--- config.mk ---
export PLATFORM = sky130hd
export DESIGN_NAME = data_mem_access
export DESIGN_NICKNAME = d
export VERILOG_FILES = /design/src/rtl/data_mem_access_pkg.sv /design/src/rtl/data_mem_access_mem_align.sv /design/src/rtl/data_mem_access.sv
export SDC_FILE = /design/constraint.sdc
export NUM_CORES = 1
export LEC_CHECK = 0
export ABC_AREA = 1
export CORE_UTILIZATION = 40
export DETAILED_ROUTE_END_ITERATION = 6
export GPL_ROUTABILITY_DRIVEN = 0
export PLACE_DENSITY = 0.78
export SYNTH_ARGS = -nofsm -noshare
export SYNTH_HDL_FRONTEND = slang
export SYNTH_HIERARCHICAL = 1
export SYNTH_SLANG_ARGS = --single-unit
export TNS_END_PERCENT = 20
--- constraint.sdc ---
create_clock -name clk -period 1.9 [get_ports clk]
set_input_delay 0.19 -clock clk [delete_from_list [all_inputs] [get_ports clk]]
set_output_delay 0.19 -clock clk [all_outputs]
set_load 0.01 [all_outputs]
--- src/rtl/data_mem_access_pkg.sv ---
// ---------------------------------------------------------------------------
// data_mem_access_pkg
// Shared definitions for the MEM-stage load/store unit:
//   - RV32I funct3 codes for loads and stores
//   - FSM state encoding
//   - is_legal(): decides whether a request may be issued to the bus
// ---------------------------------------------------------------------------
package data_mem_access_pkg;

    // funct3 codes (stores reuse the B/H/W encodings)
    localparam logic [2:0] F3_B  = 3'b000;
    localparam logic [2:0] F3_H  = 3'b001;
    localparam logic [2:0] F3_W  = 3'b010;
    localparam logic [2:0] F3_BU = 3'b100;
    localparam logic [2:0] F3_HU = 3'b101;

    typedef enum logic [1:0] {
        ST_IDLE   = 2'd0,
        ST_REQ    = 2'd1,
        ST_WAIT_R = 2'd2,
        ST_DONE   = 2'd3
    } state_e;

    // Unsigned variants exist only for loads. Halves need an even address
    // and words a 4-byte aligned address.
    function automatic logic is_legal(input logic       we,
                                      input logic [2:0] funct3,
                                      input logic [1:0] addr_lo);
        logic ok;
        ok = 1'b0;
        case (funct3)
            F3_B:    ok = 1'b1;
            F3_BU:   ok = !we;
            F3_H:    ok = !addr_lo[0];
            F3_HU:   ok = !we && !addr_lo[0];
            F3_W:    ok = (addr_lo == 2'b00);
            default: ok = 1'b0;
        endcase
        return ok;
    endfunction

endpackage

--- src/rtl/data_mem_access_mem_align.sv ---
// ---------------------------------------------------------------------------
// mem_align
// Purely combinational byte-lane logic for the load/store unit.
//   we_i          : 1 = store, 0 = load
//   funct3_i      : RV32I access size / signedness
//   addr_lo_i     : byte offset within the word
//   wdata_i       : unshifted store data (rs2)
//   rdata_i       : word returned by the bus
//   bus_wdata_o   : store data replicated onto the addressed lanes
//   bus_wstrb_o   : byte enables (all zero for loads)
//   load_data_o   : extracted and sign/zero-extended load result
// ---------------------------------------------------------------------------
module mem_align
    import data_mem_access_pkg::*;
(
    input  logic        we_i,
    input  logic [2:0]  funct3_i,
    input  logic [1:0]  addr_lo_i,
    input  logic [31:0] wdata_i,
    input  logic [31:0] rdata_i,
    output logic [31:0] bus_wdata_o,
    output logic [3:0]  bus_wstrb_o,
    output logic [31:0] load_data_o
);

    logic [7:0]  byteSel;
    logic [15:0] halfSel;

    // Store path: sub-word data is replicated across the word so the
    // addressed lanes carry it regardless of offset; strobes pick the lanes.
    always_comb begin
        bus_wdata_o = 32'h0;
        bus_wstrb_o = 4'b0000;
        if (we_i) begin
            case (funct3_i[1:0])
                2'b00: begin
                    bus_wdata_o = {4{wdata_i[7:0]}};
                    bus_wstrb_o = 4'b0001 << addr_lo_i;
                end
                2'b01: begin
                    bus_wdata_o = {2{wdata_i[15:0]}};
                    bus_wstrb_o = 4'b0011 << addr_lo_i;
                end
                default: begin
                    bus_wdata_o = wdata_i;
                    bus_wstrb_o = 4'b1111;
                end
            endcase
        end
    end

    // Load path: select the addressed byte/half, then extend.
    always_comb begin
        byteSel = rdata_i[7:0];
        case (addr_lo_i)
            2'd1:    byteSel = rdata_i[15:8];
            2'd2:    byteSel = rdata_i[23:16];
            2'd3:    byteSel = rdata_i[31:24];
            default: byteSel = rdata_i[7:0];
        endcase
        halfSel = addr_lo_i[1] ? rdata_i[31:16] : rdata_i[15:0];

        load_data_o = rdata_i;
        case (funct3_i)
            F3_B:    load_data_o = {{24{byteSel[7]}}, byteSel};
            F3_BU:   load_data_o = {24'h0, byteSel};
            F3_H:    load_data_o = {{16{halfSel[15]}}, halfSel};
            F3_HU:   load_data_o = {16'h0, halfSel};
            default: load_data_o = rdata_i;
        endcase
    end

endmodule

--- src/rtl/data_mem_access.sv ---
// ---------------------------------------------------------------------------
// data_mem_access
// Multi-cycle MEM-stage load/store unit. Takes one load/store from EX,
// issues it on a word-wide valid/grant bus, and returns the aligned,
// extended load word to writeback. Holds the pipeline until the access
// completes or the timeout aborts it.
//   clk, rst_n          : clock, asynchronous active-low reset
//   core_valid/we/funct3/addr/wdata : request from EX
//   core_stall          : hold the pipeline
//   core_done           : one-cycle completion pulse
//   mem2reg_data        : load result, valid with core_done, held otherwise
//   access_err          : misaligned/illegal request (IDLE only, combinational)
//   bus_err             : timeout abort, valid with core_done
//   bus_req/we/addr/wdata/wstrb : bus request side
//   bus_gnt, bus_rvalid, bus_rdata : bus response side
// ---------------------------------------------------------------------------
module data_mem_access
    import data_mem_access_pkg::*;
#(
    parameter int TIMEOUT = 256
) (
    input  logic        clk,
    input  logic        rst_n,
    input  logic        core_valid,
    input  logic        core_we,
    input  logic [2:0]  core_funct3,
    input  logic [31:0] core_addr,
    input  logic [31:0] core_wdata,
    output logic        core_stall,
    output logic        core_done,
    output logic [31:0] mem2reg_data,
    output logic        access_err,
    output logic        bus_err,
    output logic        bus_req,
    output logic        bus_we,
    output logic [31:0] bus_addr,
    output logic [31:0] bus_wdata,
    output logic [3:0]  bus_wstrb,
    input  logic        bus_gnt,
    input  logic        bus_rvalid,
    input  logic [31:0] bus_rdata
);

    localparam int CW = (TIMEOUT > 2) ? $clog2(TIMEOUT) : 1;
    localparam logic [CW-1:0] CNT_LAST = CW'(TIMEOUT - 1);

    state_e       state_q, state_d;
    logic         we_q;
    logic [2:0]   funct3_q;
    logic [31:0]  addr_q;
    logic [31:0]  wdata_q;
    logic [CW-1:0] cnt_q, cnt_d;
    logic [31:0]  result_q, result_d;
    logic         err_q, err_d;

    logic         legal;
    logic         accept;
    logic         timeout;
    logic [31:0]  alignWdata;
    logic [3:0]   alignWstrb;
    logic [31:0]  alignLoad;

    assign legal   = is_legal(core_we, core_funct3, core_addr[1:0]);
    assign accept  = (state_q == ST_IDLE) && core_valid && legal;
    assign timeout = (cnt_q == CNT_LAST);

    mem_align u_align (
        .we_i        (we_q),
        .funct3_i    (funct3_q),
        .addr_lo_i   (addr_q[1:0]),
        .wdata_i     (wdata_q),
        .rdata_i     (bus_rdata),
        .bus_wdata_o (alignWdata),
        .bus_wstrb_o (alignWstrb),
        .load_data_o (alignLoad)
    );

    // Next-state logic. A completing handshake wins over the timeout in the
    // same cycle; a load granted on the last allowed cycle is aborted since
    // its data could only arrive after the budget expired.
    always_comb begin
        state_d  = state_q;
        cnt_d    = cnt_q;
        result_d = result_q;
        err_d    = err_q;
        case (state_q)
            ST_IDLE: begin
                if (accept) begin
                    state_d = ST_REQ;
                    cnt_d   = '0;
                end
            end
            ST_REQ: begin
                cnt_d = cnt_q + 1'b1;
                if (bus_gnt && we_q) begin
                    state_d = ST_DONE;
                    err_d   = 1'b0;
                end else if (timeout) begin
                    state_d  = ST_DONE;
                    err_d    = 1'b1;
                    result_d = 32'h0;
                end else if (bus_gnt) begin
                    state_d = ST_WAIT_R;
                end
            end
            ST_WAIT_R: begin
                cnt_d = cnt_q + 1'b1;
                if (bus_rvalid) begin
                    state_d  = ST_DONE;
                    err_d    = 1'b0;
                    result_d = alignLoad;
                end else if (timeout) begin
                    state_d  = ST_DONE;
                    err_d    = 1'b1;
                    result_d = 32'h0;
                end
            end
            ST_DONE: begin
                state_d = ST_IDLE;
            end
            default: begin
                state_d = ST_IDLE;
            end
        endcase
    end

    // State, counter and result registers.
    always_ff @(posedge clk or negedge rst_n) begin
        if (!rst_n) begin
            state_q  <= ST_IDLE;
            cnt_q    <= '0;
            result_q <= 32'h0;
            err_q    <= 1'b0;
        end else begin
            state_q  <= state_d;
            cnt_q    <= cnt_d;
            result_q <= result_d;
            err_q    <= err_d;
        end
    end

    // The request is captured once on acceptance so the bus sees a stable
    // address/data for the whole REQ phase, independent of EX.
    always_ff @(posedge clk or negedge rst_n) begin
        if (!rst_n) begin
            we_q     <= 1'b0;
            funct3_q <= 3'b000;
            addr_q   <= 32'h0;
            wdata_q  <= 32'h0;
        end else if (accept) begin
            we_q     <= core_we;
            funct3_q <= core_funct3;
            addr_q   <= core_addr;
            wdata_q  <= core_wdata;
        end
    end

    // Bus outputs are decoded from state so reset removes the request at once.
    always_comb begin
        core_stall   = accept || (state_q == ST_REQ) || (state_q == ST_WAIT_R);
        core_done    = (state_q == ST_DONE);
        mem2reg_data = result_q;
        access_err   = (state_q == ST_IDLE) && core_valid && !legal;
        bus_err      = (state_q == ST_DONE) && err_q;
        bus_req      = (state_q == ST_REQ);
        bus_we       = 1'b0;
        bus_addr     = 32'h0;
        bus_wdata    = 32'h0;
        bus_wstrb    = 4'b0000;
        if (state_q == ST_REQ) begin
            bus_we    = we_q;
            bus_addr  = {addr_q[31:2], 2'b00};
            bus_wdata = alignWdata;
            bus_wstrb = alignWstrb;
        end
    end

endmodule

==> impl_metrics.py, run 1 <==
metrics = {
    "place": {
        "place_area_um2": 9042,
        "hpwl_um": 14260,
        "dp_slack_ns": -0.04519,
        "portBuffers": 208,
        "placed_cells": 1365,
    },
    "timing": {
        "clock_skew_ns": 0.008856,
        "setup_viol": 1,
        "setup_ws_ns": -0.005757,
        "grt_setup_unrepaired": "yes",
        "drv_slew": 0,
        "tns_ns": -0.005757,
        "fmax_mhz": 524.7,
        "hold_violations": 0,
        "post-route-period-util": 1.003,
        "timing.hold.ws_ns": 0.2819,
        "fin_crit_ns": 1.906,
    },
    "outcome": {
        "outcome": "finished, violations left",
        "violations": "negative setup slack",
    },
    "power_and_ir_drop": {
        "p_leak_nw": 5.422,
        "ir_drop_mv": 0.5014,
        "power_density_nw_per_um2": 1403,
        "power.share.clock": 0.157,
        "seq_power_share": 0.314,
        "internal-power_w": 0.007671,
        "switching_share": 0.4212,
        "pwr-share-comb": 0.529,
        "p_switching_w": 0.005583,
    },
    "finish": {
        "regArea_um2": 2783,
        "insertedDiodeCount": 0,
        "fin_cells": 1389,
        "stdcell_area_um2": 9449,
        "syn_to_final_growth_pct": 42.28,
        "drive_above_1_share": 0.1074,
        "fill_cells": 1492,
        "layout_common_cells": "292 x nand2_1, 167 x inv_1, 136 x clkdlybuf4s50_1",
        "nNetsFinal": 1279,
        "multi_input_area_um2": 2954,
        "layout_commonest_cell": "nand2_1",
    },
    "yosys": {
        "synth_top_family_by_area": "simple AND/OR/NAND/NOR gates",
        "synth_fa_ha_area_frac": 0.01130,
        "synth_mux_area_frac": 0,
        "yosys.area_share.simple": 0.3067,
        "synth_top_area_share": 0.4182,
        "synth.distinct_cells": 37,
        "synth_area_leaders": "dfrtp_1 42%, nand2_1 17%, inv_1 9.6%",
        "yosysWarnings": 6,
        "syn-instance-count": 961,
        "synth_compound_area_frac": 0.1081,
        "syn_area_per_cell_um2": 6.911,
        "synth_area_leader_cell": "dfrtp_1",
        "synth-xor-area-share": 0.003956,
        "seq_area_frac_synth": 0.4182,
        "synth_seq_cells": 111,
        "netlist_area_um2": 6641,
    },
    "worst_setup_path": {
        "worst-setup-path-type": "flop to output port",
        "rr_worst_depth": 8,
        "crit_required_ns": 1.71,
        "r2r-start": "addr_q[1]",
        "startpoint_type": "flop",
        "cp_max_fo": 17,
        "cp-end-kind": "output port",
        "reg2reg_slack_ns": 0.12,
        "cp_data_arrival_time_ns": 1.72,
        "crit_start": "funct3_q[1]",
    },
    "routing": {
        "vias": 6665,
        "drcViolationCount": 0,
        "first_pass_iters": 5,
        "wl_um": 19360,
        "via_per_inst": 4.798,
        "ant_nets": 0,
        "drt_iter0_markers": 435,
        "wire_per_inst_um": 13.94,
    },
    "cts": {
        "htree_levels": 3,
        "cts.sinks": 111,
        "clock_latency_ns": 0.36,
        "cts-root-buf": "clkbuf_16",
        "clk_pin_slew_ns": 0.08,
        "clockBufferDepth": 2,
        "cts_buffers": 9,
        "cts_tree": "built",
    },
    "floorplan": {
        "core-area_um2": 16060,
        "initial_utilization": 0.4136,
        "die_w_um": 130.9,
        "row_count": 46,
        "ios": 211,
        "dieArea_um2": 17120,
        "die_h_um": 130.9,
    },
    "global_routing": {
        "grt_max_degree": 68,
        "grt-ovfl-total": 0,
        "grt_pass1_wl_um": 31330,
        "track_usage": 0.2388,
        "grt_pass1_vias": 6248,
        "antenna_found_initial": 0,
    },
    "worst_hold_path": {
        "hp-class": "primary input to async pin",
    },
    "run": {
        "maxCapViolations": 0,
    },
}
==> cell type report <==
| cell class | instances | share of cell area |
|---|---|---|
| Multi-Input combinational cell | 619 | 0.3126 |
| Tap cell | 216 | 0.02860 |
| Inverter | 178 | 0.07256 |
| Timing Repair Buffer | 249 | 0.2578 |
| Clock buffer | 10 | 0.02423 |
| Clock inverter | 6 | 0.009666 |
| Sequential cell | 111 | 0.2945 |
==> final timing paths <==
check,endpoint
hold reg to reg,addr_q[11]
max in group asynchronous,mem2reg_data[29]
min in group clk,addr_q[17]
setup / recovery,bus_wdata[15]
setup reg to reg,mem2reg_data[12]
hold / removal,mem2reg_data[20]
==> metrics by stage <==
| step | total power [W] | util |
|---|---|---|
| global route | 0.01438 | 0.5884 |
| detailed placement | 0.01096 | 0.5631 |
| floorplan | 0.008127 | - |
| global placement | 0.01079 | 0.5631 |
| finish | 0.01325 | 0.5884 |
| CTS | 0.01323 | 0.5880 |
==> kinds of logic after synthesis <==
logic type	count (synthesis)
DFF	111
buffers and inverters	232
other	1
xor gates and xnor gates	3
adders and majority gates	6
and+or+nand+nor	471
AOI/OAI and AO/OA	137
==> state kept, by name, indices dropped and copies added (netlist names) <==
name and count:
addr_q 32, mem2reg_data 32, wdata_q 32, cnt_q 8
funct3_q 3, state_q 2, err_q 1, we_q 1
==> metal layers <==
metal / track usage / wire [µm]
met3: 0.05049 / 1566
met1: 0.2986 / 8315
met2: 0.4059 / 9096
met4: 0.08722 / 381
met5: 0 / 0
==> synthesized netlist by cell type <==
cell	n
nor3_1	3
nand3b_1	3
a21oi_1	6
buf_6	9
nand3_2	11
a221oi_1	1
ha_1	6
nand2_1	292
inv_4	1
clkbuf_1	14
buf_8	1
buf_4	4
o21ai_0	106
or2_2	4
or2_1	1
inv_2	6
nand2_2	1
o21ai_1	11
clkinv_4	1
inv_1	170
xor2_1	3
a211oi_1	1
nand2_4	2
nand3_4	2
nor2_8	1
nand4_4	1
nand3_1	69
buf_2	25
dfrtp_1	111
o22ai_1	8
nand4_1	3
buf_1	1
conb_1	1
a2bb2oi_1	1
nor2_1	78
o211ai_1	2
a22oi_2	1
==> repair_timing <==
action | 4_1_cts | 5_1_grt
gates resized for setup | 105 | 58
hold buffers | 1 | 0
endpoints found under the hold margin | 20 | 0
setup endpoints to repair | 70 | 65
pin swaps | 1 | 3
gates cloned | 1 | 0
buffers inserted | 5 | 1
==> worst max-delay path, stage by stage (launching register included) <==
cell and delay [ns]:
dfrtp_2 0.48, inv_4 0.11, buf_12 0.15, nor2_1 0.08
nor3_2 0.17, nand2_1 0.08, inv_1 0.06, clkdlybuf4s15_2 0.23
==> power by group through the flow <==
stage	combinational, W	sequential (W)	clock, W
3_5_place_dp	0.00681	0.00415	0
3_3_place_gp	0.00669	0.00410	0
4_1_cts	0.00696	0.00415	0.00213
5_1_grt	0.00787	0.00428	0.00222
2_1_floorplan	0.00406	0.00407	0
6_report	0.00701	0.00416	0.00208
No activity file was read; power rests on OpenSTA's default activity.
==> inputs of run 2 (changes only) <==
--- a/config.mk
+++ b/config.mk
@@ -12,2 +12,3 @@
 export PLACE_DENSITY = 0.78
+export REMOVE_ABC_BUFFERS = 1
 export SYNTH_ARGS = -nofsm -noshare
==> constraint.sdc (replaced) <==
create_clock -name clk -period 1.9 [get_ports clk]
set_input_delay 0.38 -clock clk [delete_from_list [all_inputs] [get_ports clk]]
set_output_delay 0.38 -clock clk [all_outputs]
set_load 0.01 [all_outputs]
==> impl_metrics.py, run 2 (same netlist as run 1, synthesis figures left out) <==
metrics = {
    "floorplan": {
        "row_count": 46,
        "initial_utilization": 0.4136,
        "core-area_um2": 16060,
        "die_h_um": 130.9,
        "dieArea_um2": 17120,
        "die_w_um": 130.9,
        "ios": 211,
    },
    "worst_setup_path": {
        "startpoint_type": "flop",
        "crit_start": "funct3_q[1]",
        "cp-end-kind": "output port",
        "crit_required_ns": 1.52,
        "worst-setup-path-type": "flop to output port",
        "r2r-start": "state_q[0]",
        "cp_data_arrival_time_ns": 1.64,
        "cp_max_fo": 9,
    },
    "global_routing": {
        "antenna_found_initial": 0,
        "grt_max_degree": 58,
        "grt_pass1_wl_um": 32000,
        "grt-ovfl-total": 0,
        "track_usage": 0.2430,
        "grt_pass1_vias": 6594,
    },
    "place": {
        "placed_cells": 1383,
        "place_area_um2": 9178,
        "portBuffers": 208,
        "hpwl_um": 13470,
    },
    "outcome": {
        "violations": "negative setup slack",
        "outcome": "finished, violations left",
    },
    "cts": {
        "cts-root-buf": "clkbuf_16",
        "cts_buffers": 9,
        "cts.sinks": 111,
        "cts_tree": "built",
        "htree_levels": 3,
        "clk_pin_slew_ns": 0.08,
        "clockBufferDepth": 2,
        "clock_latency_ns": 0.36,
    },
    "timing": {
        "drv_slew": 0,
        "grt_setup_unrepaired": "yes",
        "post-route-period-util": 1.065,
        "hold_violations": 0,
        "fmax_mhz": 494.0,
        "fin_crit_ns": 2.024,
        "setup_ws_ns": -0.1244,
        "setup_viol": 88,
        "clock_skew_ns": 0.007939,
    },
    "routing": {
        "vias": 6908,
        "ant_nets": 0,
        "wl_met2_um": 9838,
        "wl_met1_um": 8675,
        "drt_iter0_markers": 400,
        "met3_length_um": 1430,
        "first_pass_iters": 5,
        "drcViolationCount": 0,
        "via_per_inst": 4.841,
        "wire_per_inst_um": 14.27,
        "top_layer_used": "met4",
        "wl_um": 20360,
    },
    "power_and_ir_drop": {
        "p_leak_nw": 5.755,
        "p_switching_w": 0.006376,
        "seq_power_share": 0.279,
        "pwr-share-comb": 0.597,
        "ir_drop_mv": 0.7640,
        "switching_share": 0.4262,
        "power.share.clock": 0.124,
        "internal-power_w": 0.008582,
        "power_density_nw_per_um2": 1477,
    },
    "run": {
        "maxCapViolations": 0,
    },
    "finish": {
        "layout_common_cells": "251 x nand2_1, 135 x inv_1, 135 x clkdlybuf4s50_1",
        "nNetsFinal": 1317,
        "drive_above_1_share": 0.2419,
        "syn_to_final_growth_pct": 52.47,
        "insertedDiodeCount": 0,
        "fin_cells": 1427,
        "stdcell_area_um2": 10130,
        "layout_commonest_cell": "nand2_1",
    },
    "worst_hold_path": {
        "hp-class": "flop to flop",
        "min_from": "addr_q[25]",
    },
}
run 2: through the flow:
| stage | setup WS, ns | total power [W] | utilization | hold WS (ns) | TNS [ns] |
|---|---|---|---|---|---|
| final | -0.1244 | 0.01496 | 0.6306 | 0.4880 | -5.700 |
| after global routing | -0.2203 | 0.01610 | 0.6306 | 0.5108 | -12.13 |
| after global placement | -0.2527 | 0.01103 | 0.5715 | 0.3432 | -9.542 |
| after floorplan | -1.226 | 0.007719 | - | 0.08441 | -84.39 |
| after detailed placement | -0.3240 | 0.01119 | 0.5715 | 0.3473 | -14.97 |
| after CTS | -0.2031 | 0.01445 | 0.6111 | 0.4931 | -5.534 |
run 2: layout make-up:
type,instances,area [µm²]
Clock buffer,9,225.2
Clock inverter,7,56.30
Fill cell,1374,5932
Inverter,178,688.2
Multi-Input combinational cell,619,3168
Sequential cell,111,2781
Tap cell,216,270.3
Timing Repair Buffer,287,2937
run 2: repair_timing:
item,4_1_cts,5_1_grt
setup endpoints to repair,104,102
cloned,8,0
gates resized for setup,380,107
hold buffers,1,0
buffers inserted,18,3
endpoints found under the hold margin,26,0
pin swaps,5,9
run 2: routing by layer:
layer	vias up	GRT usage
met5	-	0
met4	0	0.1082
met3	38	0.05090
met2	269	0.4087
met1	3180	0.2999
li1	3421	-
run 2: worst paths after layout:
| path | to | slack (ns) | cells after the start |
|---|---|---|---|
| hold / removal | addr_q[25] | 0.49 | 2 |
| max in group asynchronous | wdata_q[4] | 0.82 | 3 |
| setup reg to reg | mem2reg_data[22] | -0.05 | 11 |
| hold reg to reg | addr_q[25] | 0.49 | 2 |
| min in group asynchronous | mem2reg_data[31] | 0.50 | 2 |
| setup / recovery | bus_wdata[28] | -0.12 | 8 |
run 2: power groups by stage:
stage	logic [W]	clock network (W)	registers, W
2_1_floorplan	0.00349	0	0.00422
3_3_place_gp	0.00697	0	0.00407
3_5_place_dp	0.00709	0	0.00410
4_1_cts	0.00844	0.00191	0.00410
5_1_grt	0.00983	0.00197	0.00430
6_report	0.00893	0.00185	0.00417
run 2: critical path, cell delays in order (launching register included):
cell and delay (ns):
dfrtp_2 0.45, buf_12 0.14, nor2_8 0.16, inv_8 0.08, o21ai_2 0.15, nor2_1 0.08
nand2_2 0.07, inv_2 0.04, buf_6 0.11
